$ cat config.mk
export PLATFORM = sky130hd
export DESIGN_NAME = mem_arbiter
export DESIGN_NICKNAME = d
export VERILOG_FILES = /design/src/rtl/mem_arbiter_pkg.sv /design/src/rtl/mem_arb_rr.sv /design/src/rtl/mem_arbiter.sv
export SDC_FILE = /design/constraint.sdc
export NUM_CORES = 1
export LEC_CHECK = 0
export CAP_MARGIN = 20
export CORE_ASPECT_RATIO = 1.5
export CORE_MARGIN = 8
export CORE_UTILIZATION = 46
export CTS_CLUSTER_SIZE = 30
export DETAILED_ROUTE_END_ITERATION = 10
export PLACE_DENSITY_LB_ADDON = 0.05
export REMOVE_ABC_BUFFERS = 1
export SKIP_CTS_REPAIR_TIMING = 1
export SLEW_MARGIN = 20
export SYNTH_ARGS = -nofsm -noshare
export SYNTH_HDL_FRONTEND = slang
export SYNTH_SLANG_ARGS = --single-unit
$ cat constraint.sdc
create_clock -name clk_in -period 3.6 [get_ports clk_in]
set_input_delay 0.72 -clock clk_in [delete_from_list [all_inputs] [get_ports clk_in]]
set_output_delay 0.72 -clock clk_in [all_outputs]
set_load 0.1 [all_outputs]
$ cat src/rtl/mem_arbiter_pkg.sv
// mem_arbiter_pkg: access sizes, FSM encodings and grant ids shared by the memory arbiter.
package mem_arbiter_pkg;
   localparam logic [1:0] MEM_SIZE_B = 2'b00;
   localparam logic [1:0] MEM_SIZE_H = 2'b01;
   localparam logic [1:0] MEM_SIZE_W = 2'b10;
   localparam logic [1:0] MEMARB_IDLE  = 2'd0;
   localparam logic [1:0] MEMARB_IF_RD = 2'd1;
   localparam logic [1:0] MEMARB_LS_RD = 2'd2;
   localparam logic [1:0] MEMARB_LS_WR = 2'd3;
   localparam logic MEMARB_GRANT_IF = 1'b0;
   localparam logic MEMARB_GRANT_LS = 1'b1;
   function automatic logic [2:0] size_bytes(input logic [1:0] size);
      return size == MEM_SIZE_B ? 3'd1 : size == MEM_SIZE_H ? 3'd2 : 3'd4;
   endfunction
endpackage

$ cat src/rtl/mem_arb_rr.sv
// mem_arb_rr: 2-way round-robin picker; on a tie the requester not granted last wins.
module mem_arb_rr import mem_arbiter_pkg::*; (
   input  logic       if_req_i,
   input  logic       ls_req_i,
   input  logic       last_i,
   output logic [1:0] gnt_o
);
   assign gnt_o[0] = if_req_i && (!ls_req_i || last_i == MEMARB_GRANT_LS);
   assign gnt_o[1] = ls_req_i && (!if_req_i || last_i == MEMARB_GRANT_IF);
endmodule

$ cat src/rtl/mem_arbiter.sv
// mem_arbiter: shares the byte-wide RAM/IO port between fetch and LSB, one byte per cycle, little-endian.
// Optional MEM_ARB_IO_STALL_EN holds IO-region store bytes while the UART TX buffer is full.
module mem_arbiter import mem_arbiter_pkg::*; #(
   parameter int         ADDR_W     = 32,
   parameter logic [1:0] IO_ADDR_HI = 2'b11
) (
   input  logic              clk_in,
   input  logic              rst_in,
   input  logic              rdy_in,
   input  logic [7:0]        mem_din,
   output logic [7:0]        mem_dout,
   output logic [ADDR_W-1:0] mem_a,
   output logic              mem_wr,
   input  logic              io_buffer_full,
   input  logic              flush,
   input  logic              if_req,
   input  logic [ADDR_W-1:0] if_addr,
   output logic              if_done,
   output logic [31:0]       if_data,
   input  logic              ls_req,
   input  logic              ls_we,
   input  logic [1:0]        ls_size,
   input  logic [ADDR_W-1:0] ls_addr,
   input  logic [31:0]       ls_wdata,
   output logic              ls_done,
   output logic [31:0]       ls_rdata
);
   logic [1:0]        state_q, state_d;
   logic [2:0]        iss_q, iss_d, cap_q, cap_d, len_q, len_d;
   logic              vld_q, vld_d, last_q, last_d, if_done_q, if_done_d, ls_done_q, ls_done_d;
   logic [ADDR_W-1:0] addr_q, addr_d, cur_a;
   logic [31:0]       wdata_q, wdata_d, data_q, data_d;
   logic [1:0]        gnt;
   logic              idle, rd, wr, issue, io_stall, gnt_ok;
   assign idle   = state_q == MEMARB_IDLE;
   assign rd     = state_q == MEMARB_IF_RD || state_q == MEMARB_LS_RD;
   assign wr     = state_q == MEMARB_LS_WR;
   assign cur_a  = addr_q + ADDR_W'(iss_q);
   assign issue  = rd && iss_q < len_q;
   assign gnt_ok = idle && rdy_in && !flush && !if_done_q && !ls_done_q;
`ifdef MEM_ARB_IO_STALL_EN
   assign io_stall = wr && cur_a[17:16] == IO_ADDR_HI && io_buffer_full;
`else
   assign io_stall = 1'b0 & io_buffer_full;
`endif
   mem_arb_rr u_rr (
      .if_req_i(if_req && gnt_ok),
      .ls_req_i(ls_req && gnt_ok),
      .last_i  (last_q),
      .gnt_o   (gnt)
   );
   assign mem_wr   = wr && rdy_in && !io_stall;
   assign mem_a    = (issue || wr) ? cur_a : '0;
   assign mem_dout = wr ? wdata_q[{iss_q[1:0], 3'b000} +: 8] : 8'h00;
   assign if_done  = if_done_q && rdy_in;
   assign ls_done  = ls_done_q && rdy_in;
   assign if_data  = data_q;
   assign ls_rdata = data_q;
   // A pause rewinds issue to capture: the byte returned during the pause was never stored.
   always_comb begin
      state_d   = state_q;
      iss_d     = iss_q;
      cap_d     = cap_q;
      len_d     = len_q;
      vld_d     = 1'b0;
      last_d    = last_q;
      addr_d    = addr_q;
      wdata_d   = wdata_q;
      data_d    = data_q;
      if_done_d = 1'b0;
      ls_done_d = 1'b0;
      if (!rdy_in) begin
         iss_d     = rd ? cap_q : iss_q;
         if_done_d = if_done_q;
         ls_done_d = ls_done_q;
      end else if (idle) begin
         if (|gnt) begin
            state_d = gnt[0] ? MEMARB_IF_RD : ls_we ? MEMARB_LS_WR : MEMARB_LS_RD;
            addr_d  = gnt[0] ? if_addr : ls_addr;
            len_d   = gnt[0] ? 3'd4 : size_bytes(ls_size);
            last_d  = gnt[1] ? MEMARB_GRANT_LS : MEMARB_GRANT_IF;
            wdata_d = ls_wdata;
            data_d  = '0;
            iss_d   = '0;
            cap_d   = '0;
         end
      end else if (wr) begin
         if (!io_stall) begin
            iss_d     = iss_q + 3'd1;
            state_d   = iss_d == len_q ? MEMARB_IDLE : state_q;
            ls_done_d = iss_d == len_q;
         end
      end else if (flush) begin
         state_d = MEMARB_IDLE;
      end else begin
         iss_d = iss_q + {2'b00, issue};
         vld_d = issue;
         if (vld_q) begin
            data_d[{cap_q[1:0], 3'b000} +: 8] = mem_din;
            cap_d = cap_q + 3'd1;
            if (cap_d == len_q) begin
               state_d   = MEMARB_IDLE;
               if_done_d = state_q == MEMARB_IF_RD;
               ls_done_d = state_q == MEMARB_LS_RD;
            end
         end
      end
   end
   // last_q resets to LS so the fetcher wins the first tie after reset.
   always_ff @(posedge clk_in) begin
      if (!rst_in) begin
         state_q   <= MEMARB_IDLE;
         iss_q     <= '0;
         cap_q     <= '0;
         len_q     <= '0;
         vld_q     <= 1'b0;
         last_q    <= MEMARB_GRANT_LS;
         addr_q    <= '0;
         wdata_q   <= '0;
         data_q    <= '0;
         if_done_q <= 1'b0;
         ls_done_q <= 1'b0;
      end else begin
         state_q   <= state_d;
         iss_q     <= iss_d;
         cap_q     <= cap_d;
         len_q     <= len_d;
         vld_q     <= vld_d;
         last_q    <= last_d;
         addr_q    <= addr_d;
         wdata_q   <= wdata_d;
         data_q    <= data_d;
         if_done_q <= if_done_d;
         ls_done_q <= ls_done_d;
      end
   end
endmodule

==> metrics.txt <==
# TYPE chip_impl_metric gauge
chip_impl_metric{name="pwr_density_cell",unit="nW/um^2"} 351.4
chip_impl_metric{name="ratio_of_cells_with_drive_above_1_in_the_final_layout",unit=""} 0.1101
chip_impl_metric{name="leakage_power_of_the_design",unit="uW"} 0.003198
chip_impl_metric{name="die_height",unit="microns"} 160.4
chip_impl_info{name="tritoncts",value="built"} 1
chip_impl_metric{name="fill_cells",unit=""} 1182
chip_impl_metric{name="worst_r2r_path_depth",unit=""} 10
chip_impl_metric{name="synth_enable_flop_cells",unit=""} 0
chip_impl_metric{name="clock-skew-final",unit="ps"} 9.637
chip_impl_metric{name="slew_at_the_pin_closest_to_its_max_slew_limit",unit="ps"} 986.0
chip_impl_metric{name="initial_utilization",unit=""} 0.4638
chip_impl_metric{name="core.rowCount",unit=""} 53
chip_impl_metric{name="antenna_cells",unit=""} 0
chip_impl_metric{name="worst_hold_slack",unit="ps"} 451.2
chip_impl_metric{name="fin_nets",unit=""} 1045
chip_impl_metric{name="synthesis.yosys.warnings",unit=""} 0
chip_impl_info{name="setup.worst_path.end_class",value="output port"} 1
chip_impl_metric{name="drv_slew",unit=""} 0
chip_impl_metric{name="path_max_fanout",unit=""} 13
chip_impl_metric{name="first_pass_grt_wire_length",unit="mm"} 29.80
chip_impl_metric{name="finalSetupViolCount",unit=""} 0
chip_impl_metric{name="grt_overflow",unit=""} 0
chip_impl_info{name="root_buffer",value="sky130_fd_sc_hd__clkbuf_16"} 1
chip_impl_info{name="setup.worst_path.class",value="flip-flop to output port"} 1
chip_impl_metric{name="cp.required",unit="ps"} 2880
chip_impl_metric{name="cts_sinks",unit=""} 111
chip_impl_metric{name="route.antenna.remaining_nets",unit=""} 0
chip_impl_metric{name="detailed_place_hpwl",unit="mm"} 14.05
chip_impl_metric{name="synth.ff_latch_count",unit=""} 111
chip_impl_metric{name="drt_iter0_drc",unit=""} 196
chip_impl_metric{name="ir_worst_vdd",unit="V"} 0.0002640
chip_impl_metric{name="timing.final.hold_violations",unit=""} 0
chip_impl_metric{name="floorplan.io_pins",unit=""} 221
chip_impl_metric{name="shortest_clock_period_the_worst_path_allows_after_layout",unit="ps"} 3394
chip_impl_info{name="crit_path_start_kind",value="flip-flop"} 1
chip_impl_metric{name="timing.max_cap.violations",unit=""} 0
chip_impl_metric{name="multi_input_area",unit="sq um"} 3677
chip_impl_metric{name="numPortBuffers",unit=""} 219
chip_impl_metric{name="min_period_over_period",unit=""} 0.9429
chip_impl_info{name="hold_class",value="flip-flop to flip-flop"} 1
chip_impl_metric{name="max_freq",unit="MHz"} 294.6
chip_impl_info{name="origin_of_the_worst_min_delay_path",value="wdata_q[25]$_SDFFE_PN0P_"} 1
chip_impl_metric{name="avgRoutedWirePerCell",unit="microns"} 17.00
chip_impl_metric{name="largest_net_degree_at_the_start_of_global_routing",unit=""} 73
chip_impl_metric{name="syn_inst",unit=""} 753
chip_impl_metric{name="clock_pin_slew_reported_for_the_worst_setup_and_hold_paths_after_clock_tree_synthesis",unit="ps"} 70
chip_impl_metric{name="finalWirelength",unit="mm"} 18.39
chip_impl_metric{name="worst_ep_arrival_time",unit="ps"} 2670
chip_impl_metric{name="numCtsBuffers",unit=""} 9
chip_impl_metric{name="detailroute.via_count",unit=""} 5940
chip_impl_metric{name="timing.reg2reg.setup_slack",unit="ps"} 1030
chip_impl_metric{name="cts.htree.levels",unit=""} 3
chip_impl_metric{name="via_count_of_the_first_global_routing_pass",unit=""} 6114
chip_impl_metric{name="die_area",unit="sq um"} 18020
chip_impl_metric{name="fp.coreArea",unit="sq um"} 13790
chip_impl_info{name="commonest_cells_after_routing_fill_and_taps_aside",value="sky130_fd_sc_hd__clkdlybuf4s50_1, sky130_fd_sc_hd__dfxtp_1, sky130_fd_sc_hd__nand2_1, sky130_fd_sc_hd__a21boi_1, sky130_fd_sc_hd__a21oi_1"} 1
chip_impl_metric{name="grt_antenna_before_repair",unit=""} 0
chip_impl_info{name="rr_startpoint",value="iss_q[1]$_SDFFE_PN0P_"} 1
chip_impl_metric{name="mappedNetlistArea",unit="sq um"} 6397
chip_impl_metric{name="average_via_count_per_standard_cell",unit=""} 5.490
chip_impl_info{name="layout.cells.most_common",value="sky130_fd_sc_hd__clkdlybuf4s50_1"} 1
chip_impl_metric{name="clk_path_buf_depth",unit=""} 2
chip_impl_metric{name="hold_depth",unit=""} 2
chip_impl_metric{name="clock_latency",unit="ps"} 350
chip_impl_metric{name="detail_route.first_pass.iterations",unit=""} 5
chip_impl_metric{name="relSlewSlack",unit=""} 0.3406
chip_impl_info{name="rsz_0062_raised_after_global_routing",value="false"} 1
chip_impl_metric{name="globalRouteTotalUtil",unit=""} 0.2002
chip_impl_metric{name="post_synth_num_cell_types",unit=""} 50
chip_impl_metric{name="synth-seq-area-share",unit=""} 0.3473
chip_impl_metric{name="drc_errors",unit=""} 0
chip_impl_metric{name="dieWidth",unit="microns"} 112.3
chip_impl_info{name="crit-reg2reg-capture",value="iss_q[1]$_SDFFE_PN0P_"} 1
chip_impl_metric{name="place.gp.congestion",unit=""} 0.8121
chip_impl_info{name="postSynth.topFlopCell",value="sky130_fd_sc_hd__dfxtp_1"} 1
chip_impl_info{name="hold-path-endpoint",value="wdata_q[25]$_SDFFE_PN0P_"} 1
chip_impl_metric{name="synth_area_per_cell",unit="sq um"} 8.496
chip_impl_metric{name="storage_element_area",unit="sq um"} 2222
chip_impl_metric{name="post-route-util",unit=""} 0.6593
chip_impl_info{name="run_status",value="finished clean"} 1
chip_impl_metric{name="synthArstFlopShare",unit=""} 0
chip_impl_metric{name="area_delta_synth_final",unit="%"} 42.15
-- metal layers --
layer	global-route usage	part of all wire	vias up
met5	0	0	-
met4	0.06778	0.019	0
met2	0.3693	0.53	184
met3	0.06389	0.075	22
li1	-	-	2941
met1	0.2075	0.38	2793
-- state kept, by name (all words and copies together) (netlist names) --
signal     count
if_data       32
wdata_q       32
ls_done_q      1
last_q         1
vld_q          1
iss_q          3
state_q        2
cap_q          3
if_done_q      1
addr_q        32
len_q          3
-- where the power goes --
part / switching (uW) / internal [uW]
Clock: 461 / 513
Sequential: 66.4 / 1300
Combinational: 496 / 362
Total: 1020 / 2170
-- cells in the mapped netlist (all sizes together), types with 8 or more instances --
cell | instances | area [sq um]
a22oi | 9 | 67.56
inv | 15 | 56.30
xor2 | 21 | 183.9
ha | 18 | 225.2
and2 | 11 | 68.82
a21oi | 42 | 210.2
mux2i | 38 | 380.4
nor2b | 22 | 137.6
and3 | 12 | 75.07
buf | 55 | 380.4
nand2 | 107 | 401.6
nor3 | 11 | 71.32
nor2 | 34 | 127.6
clkbuf | 32 | 120.1
o21ai | 44 | 220.2
nand3 | 11 | 55.05
nand4 | 18 | 118.9
dfxtp | 111 | 2222
mux4 | 8 | 180.2
xnor2 | 13 | 113.9
a21boi | 59 | 442.9
o2111ai | 24 | 210.2
-- how the worst max path moves through the flow --
stage | startpoint | slack, ps | depth (start not counted) | to
5_1_grt | addr_q[0]$_SDFFE_PN0P_ | 20 | 10 | mem_a[30]
6_report | iss_q[1]$_SDFFE_PN0P_ | 210 | 8 | mem_a[23]
3_5_place_dp | iss_q[0]$_SDFFE_PN0P_ | 450 | 10 | mem_a[26]
4_1_cts | iss_q[0]$_SDFFE_PN0P_ | 40 | 10 | mem_a[26]
3_3_place_gp | iss_q[0]$_SDFFE_PN0P_ | 480 | 10 | mem_a[26]
2_1_floorplan | flush | -1720 | 4 | addr_q[0]$_SDFFE_PN0P_
-- logic make-up (layout without fill, tap and decap cells) --
logic type	Yosys count	count (layout)	share of synthesized area
adder cells (fa/ha/maj)	19	19	0.03833
AND/OR/NAND/NOR	246	246	0.1895
multiplexers	46	46	0.08762
XOR/XNOR	34	34	0.04655
flip-flops	111	111	0.3473
buffers and inverters	102	266	0.08703
AO/OA/AOI/OAI	195	195	0.2036
-- worst max-delay path, stage by stage, from the launching register on --
cell,delay [ps]
sky130_fd_sc_hd__dfxtp_1,340
sky130_fd_sc_hd__buf_4,240
sky130_fd_sc_hd__ha_1,260
sky130_fd_sc_hd__nor2b_1,120
sky130_fd_sc_hd__o21ai_0,400
sky130_fd_sc_hd__a31oi_4,140
sky130_fd_sc_hd__or4_1,520
sky130_fd_sc_hd__nand2_1,120
sky130_fd_sc_hd__buf_12,180
-- cell type report --
cell class                      count  share of cell area
Multi-Input combinational cell    540              0.4044
Clock buffer                       11             0.02779
Timing Repair Buffer              235              0.2900
Sequential cell                   111              0.2444
Tap cell                          165             0.02270
Inverter                           15            0.006192
Clock inverter                      5            0.004540
-- metrics by stage --
step                setup WS, ps  power (uW)  TNS (ps)  area, sq um  std cells
floorplan                  -1717        1878   -102990         5897        666
global placement           476.6        2219         0         8765       1066
detailed placement         452.3        2241         0         8765       1066
CTS                        39.53        3219         0         9059       1082
global route               17.40        3350         0         9094       1082
finish                     205.6        3195         0         9094       1082
Power figures use the tool's default switching activity.
